--- src/rtl/dram0_initiator.sv ---
// dram0_initiator: valid/ready initiator for the DRAM0 local-memory port.
// Two-stage pin pipeline feeding an in-order, credit-protected response FIFO.
module dram0_initiator #(
    parameter logic [31:0] MEM_BASE  = 32'h00400000,
    parameter int          AWIDTH    = 16,
    parameter int          RSP_DEPTH = 4
) (
    input  logic              CLK,
    input  logic              RST_N,
    input  logic              req_valid,
    output logic              req_ready,
    input  logic              req_write,
    input  logic [31:0]       req_addr,
    input  logic [3:0]        req_byteen,
    input  logic [31:0]       req_wdata,
    output logic              rsp_valid,
    input  logic              rsp_ready,
    output logic              rsp_write,
    output logic              rsp_error,
    output logic [31:0]       rsp_rdata,
    output logic [AWIDTH-1:0] DRam0Addr0,
    output logic              DRam0En0,
    output logic              DRam0Wr0,
    output logic [3:0]        DRam0ByteEn0,
    output logic [31:0]       DRam0WrData0,
    input  logic [31:0]       DRam0Data0
);
    localparam int PW = $clog2(RSP_DEPTH);
    localparam int CW = PW + 1;
    localparam logic [32:0] LO = {1'b0, MEM_BASE};
    localparam logic [32:0] HI = LO + (33'd4 << AWIDTH);

    logic              fire, pop, err, push;
    logic [AWIDTH-1:0] idx;
    logic              init_q;
    logic [CW-1:0]     cnt_q, cnt_d;

    logic              s1_vld_q, s1_vld_d, s1_err_q, s1_err_d, s1_wr_q, s1_wr_d;
    logic              s2_vld_q, s2_err_q, s2_wr_q;
    logic              en_q, en_d, wr_q, wr_d;
    logic [3:0]        be_q, be_d;
    logic [AWIDTH-1:0] addr_q, addr_d;
    logic [31:0]       wd_q, wd_d;

    logic [33:0]       mem_q [RSP_DEPTH];
    logic [33:0]       ent, head;
    logic [PW-1:0]     wp_q, rp_q;
    logic [CW-1:0]     fcnt_q;

    // 33-bit compares keep the top window edge from wrapping
    assign err = (req_addr[1:0] != 2'b00)
              || ({1'b0, req_addr} < LO)
              || ({1'b0, req_addr} >= HI);
    assign idx = AWIDTH'((req_addr - MEM_BASE) >> 2);

    // credits cover S1, S2 and the FIFO, so a push always finds room
    assign req_ready = init_q && (cnt_q < CW'(RSP_DEPTH));
    assign fire      = req_valid && req_ready;
    assign pop       = rsp_valid && rsp_ready;
    assign cnt_d     = cnt_q + CW'(fire) - CW'(pop);

    always_comb begin
        s1_vld_d = fire;
        s1_err_d = fire && err;
        s1_wr_d  = fire && req_write;
        en_d     = fire && !err;
        wr_d     = en_d && req_write;
        be_d     = wr_d ? req_byteen : 4'h0;
        addr_d   = addr_q;
        wd_d     = wd_q;
        if (en_d) begin
            addr_d = idx;
            wd_d   = req_wdata;
        end
    end

    always_ff @(posedge CLK or negedge RST_N) begin
        if (!RST_N) begin
            init_q   <= 1'b0;
            cnt_q    <= '0;
            s1_vld_q <= 1'b0;
            s1_err_q <= 1'b0;
            s1_wr_q  <= 1'b0;
            s2_vld_q <= 1'b0;
            s2_err_q <= 1'b0;
            s2_wr_q  <= 1'b0;
            en_q     <= 1'b0;
            wr_q     <= 1'b0;
            be_q     <= 4'h0;
            addr_q   <= '0;
            wd_q     <= '0;
        end else begin
            init_q   <= 1'b1;
            cnt_q    <= cnt_d;
            s1_vld_q <= s1_vld_d;
            s1_err_q <= s1_err_d;
            s1_wr_q  <= s1_wr_d;
            s2_vld_q <= s1_vld_q;
            s2_err_q <= s1_err_q;
            s2_wr_q  <= s1_wr_q;
            en_q     <= en_d;
            wr_q     <= wr_d;
            be_q     <= be_d;
            addr_q   <= addr_d;
            wd_q     <= wd_d;
        end
    end

    assign DRam0En0     = en_q;
    assign DRam0Wr0     = wr_q;
    assign DRam0ByteEn0 = be_q;
    assign DRam0Addr0   = addr_q;
    assign DRam0WrData0 = wd_q;

    // memory data is only meaningful in S2 of a non-error read
    assign push = s2_vld_q;
    assign ent  = {s2_wr_q, s2_err_q,
                   (s2_wr_q || s2_err_q) ? 32'h0 : DRam0Data0};

    always_ff @(posedge CLK) begin
        if (push) mem_q[wp_q] <= ent;
    end

    always_ff @(posedge CLK or negedge RST_N) begin
        if (!RST_N) begin
            wp_q   <= '0;
            rp_q   <= '0;
            fcnt_q <= '0;
        end else begin
            if (push) wp_q <= wp_q + 1'b1;
            if (pop)  rp_q <= rp_q + 1'b1;
            fcnt_q <= fcnt_q + CW'(push) - CW'(pop);
        end
    end

    assign head      = mem_q[rp_q];
    assign rsp_valid = (fcnt_q != '0);
    assign rsp_write = rsp_valid && head[33];
    assign rsp_error = rsp_valid && head[32];
    assign rsp_rdata = rsp_valid ? head[31:0] : 32'h0;
endmodule

--- config.mk ---
export PLATFORM = sky130hd
export DESIGN_NAME = dram0_initiator
export DESIGN_NICKNAME = d
export VERILOG_FILES = /design/src/rtl/dram0_initiator.sv
export SDC_FILE = /design/constraint.sdc
export NUM_CORES = 1
export LEC_CHECK = 0
export ABC_AREA = 1
export CORE_MARGIN = 2
export CORE_UTILIZATION = 45
export DETAILED_ROUTE_END_ITERATION = 10
export PLACE_DENSITY = 0.86
export SLEW_MARGIN = 10
export SYNTH_ARGS = -nofsm -noshare
export SYNTH_HDL_FRONTEND = slang
export SYNTH_SLANG_ARGS = --single-unit
--- constraint.sdc ---
create_clock -name CLK -period 1.9 [get_ports CLK]
set_input_delay 0.38 -clock CLK [delete_from_list [all_inputs] [get_ports CLK]]
set_output_delay 0.38 -clock CLK [all_outputs]
set_load 0.01 [all_outputs]
# --- After elaboration in Yosys (flattened, before gate mapping) ---
# Memories as Yosys holds them, arrays and structs flattened.
# Cells that the tools add are included.
totals:
  memories: 1
  ramBits: 136
  reg_bits: 71
  inputBits: 105
op_classes:
  n_addsub: 7
  muxes: 5
  n_reduce_logical: 15
  n_lt_le_gt_ge: 3
memory_table:
  columns: ["name", "words", "word_bits", "read_ports", "rd_clocked_by_memory_dff", "wr", "line_no", "rtl"]
  rows:
  - ["mem_q", 4, 34, 1, 0, 1, "45", "logic [33:0] mem_q [RSP_DEPTH];"]
ops:
  columns: ["operator", "n"]
  rows:
  - ["$mux 32", 2]
  - ["$ge 32x23->1 const B", 1]
  - ["$lt 32x23->1 const B", 1]
  - ["$sub 18x1->18 const B", 1]
  - ["$logic_and 1x1->1", 9]
  - ["$add 3x1->3", 2]
  - ["$sub 3x1->3", 2]
  - ["$add 2x1->2 const B", 2]
  - ["$mux 4", 1]
  - ["$logic_or 1x1->1", 3]
  - ["$lt 3x3->1 const B", 1]
  - ["$reduce_bool 3->1", 1]
  - ["$mux 1", 2]
  - ["$reduce_bool 2->1", 1]
  - ["$logic_not 1->1", 1]

# --- Logic depth before layout (Yosys ltp) ---
# Gate-level depths: netlist (run 1).
logic_depth:
  depth_word: 7
  ltp_mapped: 10
  ltp_nobuf: 10

# --- Worst setup path before layout (run 1) ---
# OpenSTA, ideal clock, no wires.
synth_timing:
  kind: "reg2reg"
  startpoint: "register fcnt_q[1]"
  endpoint: "register fcnt_q[2]"
  setup_slack_ps: -77
  required_time_ps: 1771
  stages_incl_launch_ff: 11
  arrival_time_ps: 1848
  synth_period_minus_slack_ps: 1977
  path_cell_list: "dfrtp_1 > inv_1 > nand2_1 > nand2_1 > inv_1 > ha_1 > inv_1 > ha_1 > fa_1 > xnor2_1 > xor2_1"
synth_via:
  elab_chain_len: 3
  elab_cells_between_ends: 4
synth_lines:
  columns: ["element", "line_no", "rtl"]
  rows:
  - ["start, declared", "48", "logic [CW-1:0] fcnt_q;"]
  - ["start signal, assigned", "132", "fcnt_q <= fcnt_q + CW'(push) - CW'(pop);"]
  - ["$reduce_bool 3->1", "137", "assign rsp_valid = (fcnt_q != '0);"]
  - ["net rsp_valid", "16", "output logic rsp_valid,"]
  - ["$logic_and 1x1->1", "59", "assign pop = rsp_valid && rsp_ready;"]
  - ["net pop", "33", "logic fire, pop, err, push;"]
  - ["$sub 3x1->3", "132", null]
# The timed path passes the listed nets, and every way through them passes these cells.
# A chain may end at the register's enable or synchronous reset.

# --- Final worst setup path (run 1) ---
layout_timing:
  startpoint: "register rp_q[1]"
  endpoint: "output rsp_rdata[28]"
layout_via:
  elab_chain_len: 2
layout_lines:
  columns: ["element", "line_no", "rtl"]
  rows:
  - ["start, declared", "47", "logic [PW-1:0] wp_q, rp_q;"]
  - ["start signal, assigned", "131", "if (pop) rp_q <= rp_q + 1'b1;"]
  - ["$mem_v2 4x34", null, null]
  - ["$mux 32", "140", "assign rsp_rdata = rsp_valid ? head[31:0] : 32'h0;"]
  - ["end, declared", "20", "output logic [31:0] rsp_rdata,"]
# Every way passes these cells.

==> reports/summary.md, run 1 <==
* 1129 — NumNets Final
* 207 — clock sinks
* nor2_1 — most common cell after layout, fill and taps aside
* 34.3% — Async S/R FF share, synth
* output port — crit path capture type
* 0.347 ns — worst hold slack
* edfxtp_1 — cell taking the most area after synthesis
* 0.764 — last weighted congestion value of the routability-driven placer
* 15 — maximum net fanout on the critical path
* 6.14% — Synth Area in Compound Gates
* 48.6% — worst relative slew slack
* 0.620% — post-synthesis share of cell area spent on xor and xnor gates
* -0.445 ns — final worst slack
* 5.37 — vias per cell
* 1294 — number of fill cells
* 0.51 ns — insertion delay to the later sink of the worst-skew pair
* 0% — share of cell area taken by muxes after synthesis
* 45.6% — starting density of the core
* 207 — number of register bits inferred by synthesis
* 18.0% — layout cells sized above 1
* 18600 µm² — Core Area
* 0 — Detail Route Antenna Nets
* 1264 — Finished Layout Cells
* 69.1% — part of the Yosys area used for sequential elements
* simple AND/OR/NAND/NOR gates — dominant combinational cell family by area after synthesis
* 0 — antenna violations before repair
* 427 MHz — highest clock rate
* 10.8 µm² — Avg Cell Area, Syn
* 195 — num ports
* 5 — total iterations of the first detailed-routing run
* 13.6 mm — placed wire-length estimate after detailed placement
* built — CTS tree
* 0.00510 µW — Leak
* 50 — row cnt
* 5860 µm² — register area
* 1.65% — adder-cell share of the synthesized area
* 784 — number of standard cells after synthesis
* 899 — number of nets produced by synthesis
* 123% — share of the cycle needed by the critical path after routing
* 0 — Warnings, synthesis
* 10500 µW — cell-internal power
* 194 — number of input and output port buffers inserted
* 1 — H-tree depth reported by CTS
* 24.5 mm — total wire length after detailed routing
* 43.1% — area added between synthesis and finish
* true — RSZ-0062 raised after global routing
* 0 — max-cap violations
* 0 — Congestion Overflow GR
* 2370 µm² — footprint of the multi-input gates
* dfrtp_2 — Critical-path top delay cell
* 17.0% — simple-gate area share of the yosys netlist
* 40.2% — combinational group share of total power
* 35 — pin count of the biggest net entering global routing
* 22.8% — total routing usage reported by global routing
* 25.2% — power share of the clock group
* 8480 µm² — combined area of all synthesized cells
* 0 — fin. max-slew vios
* 0 — DRC Markers
* 1310 nW/µm² — PwrDens
* flip-flop to flip-flop — worst min-delay path class
* complete, but fails checks — result of the run
* 0.44 ns — maximum single-stage delay on the critical path
* 22 — cts bufs inserted
* 48.2% — post-synth top area share
* flip-flop to output port — start-to-end type of the worst setup path
* 0.06 ns — Worst-path clk slew
* edfxtp_1 48%, dfrtp_1 21%, nor2_1 8.1% — synth top area cells
* 2.34 ns — time the worst path needs with I/O delays and setup
* 5420 µW — NetSw
* 35.4 mm — global-route wire length before repair
* -0.19 ns — r2r setup slk
* 0.0186 ns — skew final
* 162 x nor2_1, 157 x clkdlybuf4s50_1, 136 x edfxtp_1 — leading cell types in the layout, fill and taps excluded
* 1199 — cell count after placement
* buffers and inverters — Worst path top cell family by delay
* 0 — number of antenna repair diodes
* 141 µm — chip width
* 141 µm — height of the die
* 136 — number of enable flip-flop cells after synthesis
* 20000 µm² — total die area
* 3 — worst path buffer plus inverter count
* 19.4 µm — WL/cell
* 1.96 ns — data arrival time of the worst path
* 15900 µW — total chip power
* edfxtp_1 — top_reg_cell synth
* 6895 — vias in the first global route
* 1.52 ns — Worst EP required
* 37 — Setup-failing EPs final
* clkbuf_16 — cell at the root of the clock tree
* buf_4 -> buf_8 -> nor2_2 -> o21ai_0 -> a21oi_1 -> buf_2 — worst-path cell chain
* 480 — number of violations reported at the end of detailed-routing iteration 0
* 3 — maximum root-to-sink buffer count
* 6788 — via total after detailed routing
* 0 — final-report hold violation count
* 34.6% — part of the total power dissipated in sequential elements
* 0.614 mV — Peak VDD IR
* 0.771 ns — transition time of the tightest slew-check pin
* setup timing — violations in the final reports
* flip-flop — startpoint type of the worst setup path
* 34.1% — net switching fraction of the power
* 26 — count of cell types in the netlist
what timing repair did:
item,in CTS,in global routing
hold buffers,1,0
gates resized for setup,195,73
setup endpoints to repair,38,39
gates cloned,5,7
pin swaps,26,20
buffers inserted,9,7
hold endpoints to repair,31,0
final timing paths:
kind	cells past startpoint	endpoint	from
worst max-delay path	6	rsp_rdata[28]	rp_q[1]$_DFFE_PN0P_
worst min-delay path	0	s2_wr_q$_DFF_PN0_	s1_wr_q$_DFF_PN0_
worst max register to register	11	cnt_q[2]$_DFF_PN0_	fcnt_q[2]$_DFF_PN0_
worst min register to register	0	s2_wr_q$_DFF_PN0_	s1_wr_q$_DFF_PN0_
max in group asynchronous	3	DRam0WrData0[22]$_DFFE_PN0P_	RST_N
min in group asynchronous	2	DRam0WrData0[0]$_DFFE_PN0P_	RST_N
worst register-to-register path, delay by kind of cell, from the launching register on:
kind	cells	cell delay, ns
flops	1	0.39
buf+inv	3	0.23
fa+ha+maj	3	0.75
xor+xnor	2	0.31
simple gates	3	0.28
per-stage QoR:
step | utilization [%] | worst slack [ns] | setup TNS [ns] | cell area (µm²)
6_report | 65.3 | -0.445 | -10.65 | 12100
5_1_grt | 65.3 | -0.497 | -12.88 | 12100
2_1_floorplan | - | -0.000965 | -0.000965 | 8490
4_1_cts | 63.7 | -0.349 | -9.96 | 11800
3_3_place_gp | 59.0 | -0.321 | -3.22 | 11000
3_5_place_dp | 59.0 | -0.343 | -4.69 | 11000
metal layers:
layer | up-vias | routed length (µm) | global-route usage (%)
met3 | 58 | 2580 | 6.45
met2 | 404 | 12400 | 40.2
met5 | - | 0 | 0
met4 | 0 | 748 | 9.58
li1 | 3080 | - | -
met1 | 3246 | 8750 | 26.1
cell usage after synthesis (3+ instances only):
library cell	count
a21oi_1	35
buf_2	16
buf_4	6
clkbuf_1	24
dfrtp_1	71
edfxtp_1	136
ha_1	8
inv_1	56
nand2_1	107
nand4_1	48
nor2_1	184
nor2_2	3
o21ai_0	64
o21ai_1	5
xor2_1	4
cells by family after synthesis:
| group | Yosys count |
|---|---|
| compound gates | 104 |
| xor+xnor | 6 |
| fa+ha+maj | 10 |
| buf+inv | 110 |
| flops | 207 |
| other cells | 1 |
| simple gates | 346 |
power by group through the flow:
stage	Clock [µW]	Sequential [µW]	Combinational, µW
floorplan	0	5470	2660
finish	3990	5500	6390
CTS	4030	5480	5460
detailed placement	0	5550	5130
global placement	0	5520	4950
global route	4220	5530	6800
state kept, by name, summed over array words and instances, names as in the netlist:
register      flops
cnt_q             3
DRam0ByteEn0      4
init_q            1
s1_wr_q           1
mem_q           136
s1_err_q          1
rp_q              2
DRam0Wr0          1
push              1
DRam0En0          1
s2_wr_q           1
wp_q              2
s1_vld_q          1
DRam0Addr0       16
s2_err_q          1
DRam0WrData0     32
fcnt_q            3
cell type report:
type                            count  area share, %
Tap cell                          234           2.41
Sequential cell                   207           48.3
Clock inverter                      7          0.320
Timing Repair Buffer              256           22.1
Inverter                           60           2.06
Multi-Input combinational cell    467           19.6
Clock buffer                       33           5.20
(Power assumes the default switching activity.)
==> run 2, diff against run 1 <==
CORE_ASPECT_RATIO = 0.7   (was default)
==> reports/summary.md, run 2 (synthesized netlist as in run 1, its figures left out) <==
* complete, but fails checks — result of the run
* setup timing — violations in the final reports
* true — RSZ-0062 raised after global routing
* 34.3% — net switching fraction of the power, +0.18 points
* 0.50 ns — insertion delay to the later sink of the worst-skew pair, about the same
* mem_q — most flop-heavy register
* 37.3 mm — global-route wire length before repair, +5.2%
* 0.804 mV — Peak VDD IR, +31%
* 35 — pin count of the biggest net entering global routing, unchanged
* 0.338 ns — worst hold slack, -0.00965 ns
* clkbuf_16 — cell at the root of the clock tree
* flip-flop to output port — start-to-end type of the worst setup path
* 8 — maximum net fanout on the critical path, -7
* 23.9% — layout cells sized above 1, +5.9 points
* 5 — total iterations of the first detailed-routing run, unchanged
* 46.4% — starting density of the core, +0.79 points
* 1144 — NumNets Final, +1.3%
* 168 µm — chip width, +19%
* 0 — Detail Route Antenna Nets, unchanged
* 24.2% — power share of the clock group, -1.0 points
* 21 — cts bufs inserted, -4.5%
* 5800 µW — NetSw, +7.1%
* -0.448 ns — final worst slack, -0.00321 ns
* 11100 µW — cell-internal power, +6.2%
* 48.2% — area added between synthesis and finish
* 6955 — vias in the first global route, +0.87%
* 194 — number of input and output port buffers inserted, unchanged
* 18.9 µm — WL/cell, -2.6%
* 1.52 ns — Worst EP required, about the same
* 0 — antenna violations before repair, unchanged
* 1 — H-tree depth reported by CTS, unchanged
* 0 — number of antenna repair diodes, unchanged
* 0.06 ns — Worst-path clk slew, about the same
* 3 — maximum root-to-sink buffer count, unchanged
* 0.752 ns — transition time of the tightest slew-check pin, -0.0183 ns
* output port — crit path capture type
* 1204 — cell count after placement, +0.42%
* 207 — clock sinks, unchanged
* 37 — Setup-failing EPs final, unchanged
* 195 — num ports, unchanged
* 43.5% — combinational group share of total power, +3.3 points
* built — CTS tree
* 552 — number of violations reported at the end of detailed-routing iteration 0, +15%
* 0 — Congestion Overflow GR, unchanged
* 24.2 mm — total wire length after detailed routing, -1.4%
* 426 MHz — highest clock rate, -0.14%
* 18300 µm² — Core Area, -1.7%
* 124% — share of the cycle needed by the critical path after routing, +0.17 points
* input port to asynchronous set/reset pin — worst min-delay path class
* 136 — flip-flop count of the largest register, all copies and words added, unchanged
* 157 x clkdlybuf4s50_1, 136 x edfxtp_1, 129 x nor2_1 — leading cell types in the layout, fill and taps excluded
* 13.8 mm — placed wire-length estimate after detailed placement, +1.7%
* 119 µm — height of the die, -16%
* 1280 — Finished Layout Cells, +1.3%
* 0 — fin. max-slew vios, unchanged
* clkdlybuf4s50_1 — most common cell after layout, fill and taps aside
* 0.00521 µW — Leak, +2.2%
* 0 — DRC Markers, unchanged
* 0.814 — last weighted congestion value of the routability-driven placer, +6.5%
* 5.29 — vias per cell, -1.4%
* 6777 — via total after detailed routing, -0.16%
* 1350 nW/µm² — PwrDens, +2.8%
* 0 — final-report hold violation count, unchanged
* 20000 µm² — total die area, about the same
* 32.4% — part of the total power dissipated in sequential elements, -2.2 points
* 0 — max-cap violations, unchanged
* flip-flop — startpoint type of the worst setup path
* 0.0281 ns — skew final, +0.00951 ns
* 23.9% — total routing usage reported by global routing, +1.1 points
* 41 — row cnt, -18%
* 2.35 ns — time the worst path needs with I/O delays and setup, +0.00321 ns
* 1.97 ns — data arrival time of the worst path, about the same
* 49.8% — worst relative slew slack, +1.2 points
==> run 2: cell types whose count changed in the layout (fill, tap and decap cells not counted), sizes merged <==
cell / before / now
buf: 89 / 110
clkbuf: 40 / 23
clkinvlp: 0 / 6
clkinv: 7 / 9
bufinv: 0 / 2
==> run 2: what timing repair did <==
| item | in CTS | in global routing |
|---|---|---|
| endpoints found under the hold margin | 25 | 0 |
| pin swaps | 49 | 40 |
| setup endpoints to repair | 38 | 37 |
| buffers inserted | 16 | 11 |
| hold buffers | 1 | 0 |
| resized for setup | 286 | 68 |
| cloned | 15 | 1 |
==> run 2: layer usage <==
layer	up-vias	track usage, %	share of wire, %
li1	3129	-	-
met1	3267	29.0	38
met2	328	42.1	51
met3	53	6.45	9.1
met4	0	7.06	2.7
met5	-	0	0
==> run 2: power groups by stage <==
stage | Clock, µW | Sequential [µW] | Combinational (µW)
after floorplan | 0 | 5470 | 2660
after global placement | 0 | 5520 | 5010
after detailed placement | 0 | 5540 | 5160
after CTS | 4110 | 5460 | 6770
after global routing | 4320 | 5510 | 7830
final | 4090 | 5480 | 7350
==> run 2: path summary, 6_finish.rpt <==
path                       slack, ns                 from  cells past startpoint                   endpoint
min                             0.34                RST_N                      2  DRam0ByteEn0[3]$_DFF_PN0_
max reg2reg                    -0.16  fcnt_q[0]$_DFF_PN0_                     11        fcnt_q[2]$_DFF_PN0_
min reg2reg                     0.34    s1_wr_q$_DFF_PN0_                      0          s2_wr_q$_DFF_PN0_
min in group CLK                0.34    s1_wr_q$_DFF_PN0_                      0          s2_wr_q$_DFF_PN0_
max in group asynchronous       1.03                RST_N                      3         cnt_q[0]$_DFF_PN0_
max                            -0.45  rp_q[0]$_DFFE_PN0P_                      9              rsp_rdata[16]
==> run 2: area by class of cell <==
class / instances / area (µm²)
well taps: 236 / 295
flip-flops and latches: 207 / 5860
clock inverters: 16 / 161
inverters: 60 / 246
repair inverters: 1 / 20.0
repair buffers: 271 / 2870
clock buffers: 22 / 529
fillers: 1235 / 5690
multi-input cells: 467 / 2590
==> run 2: critical path: stages (launching register included) <==
cell and delay, ns:
dfrtp_2 0.45, buf_12 0.14, buf_8 0.13, buf_12 0.13, buf_4 0.14, nor2_4 0.06, nor2_1 0.04, o21ai_1 0.10
a21oi_1 0.10, buf_2 0.16
==> run 2: metrics by stage <==
stage	util, %	area [µm²]	setup TNS (ns)	power, µW	setup slack, ns
after floorplan	-	8490	-0.000965	8120	-0.000965
after global placement	59.8	10900	-3.67	10500	-0.255
final	68.8	12600	-11.94	16900	-0.448
after global routing	68.8	12600	-14.61	17700	-0.535
after CTS	67.6	12300	-9.46	16300	-0.379
after detailed placement	59.8	10900	-4.73	10700	-0.324
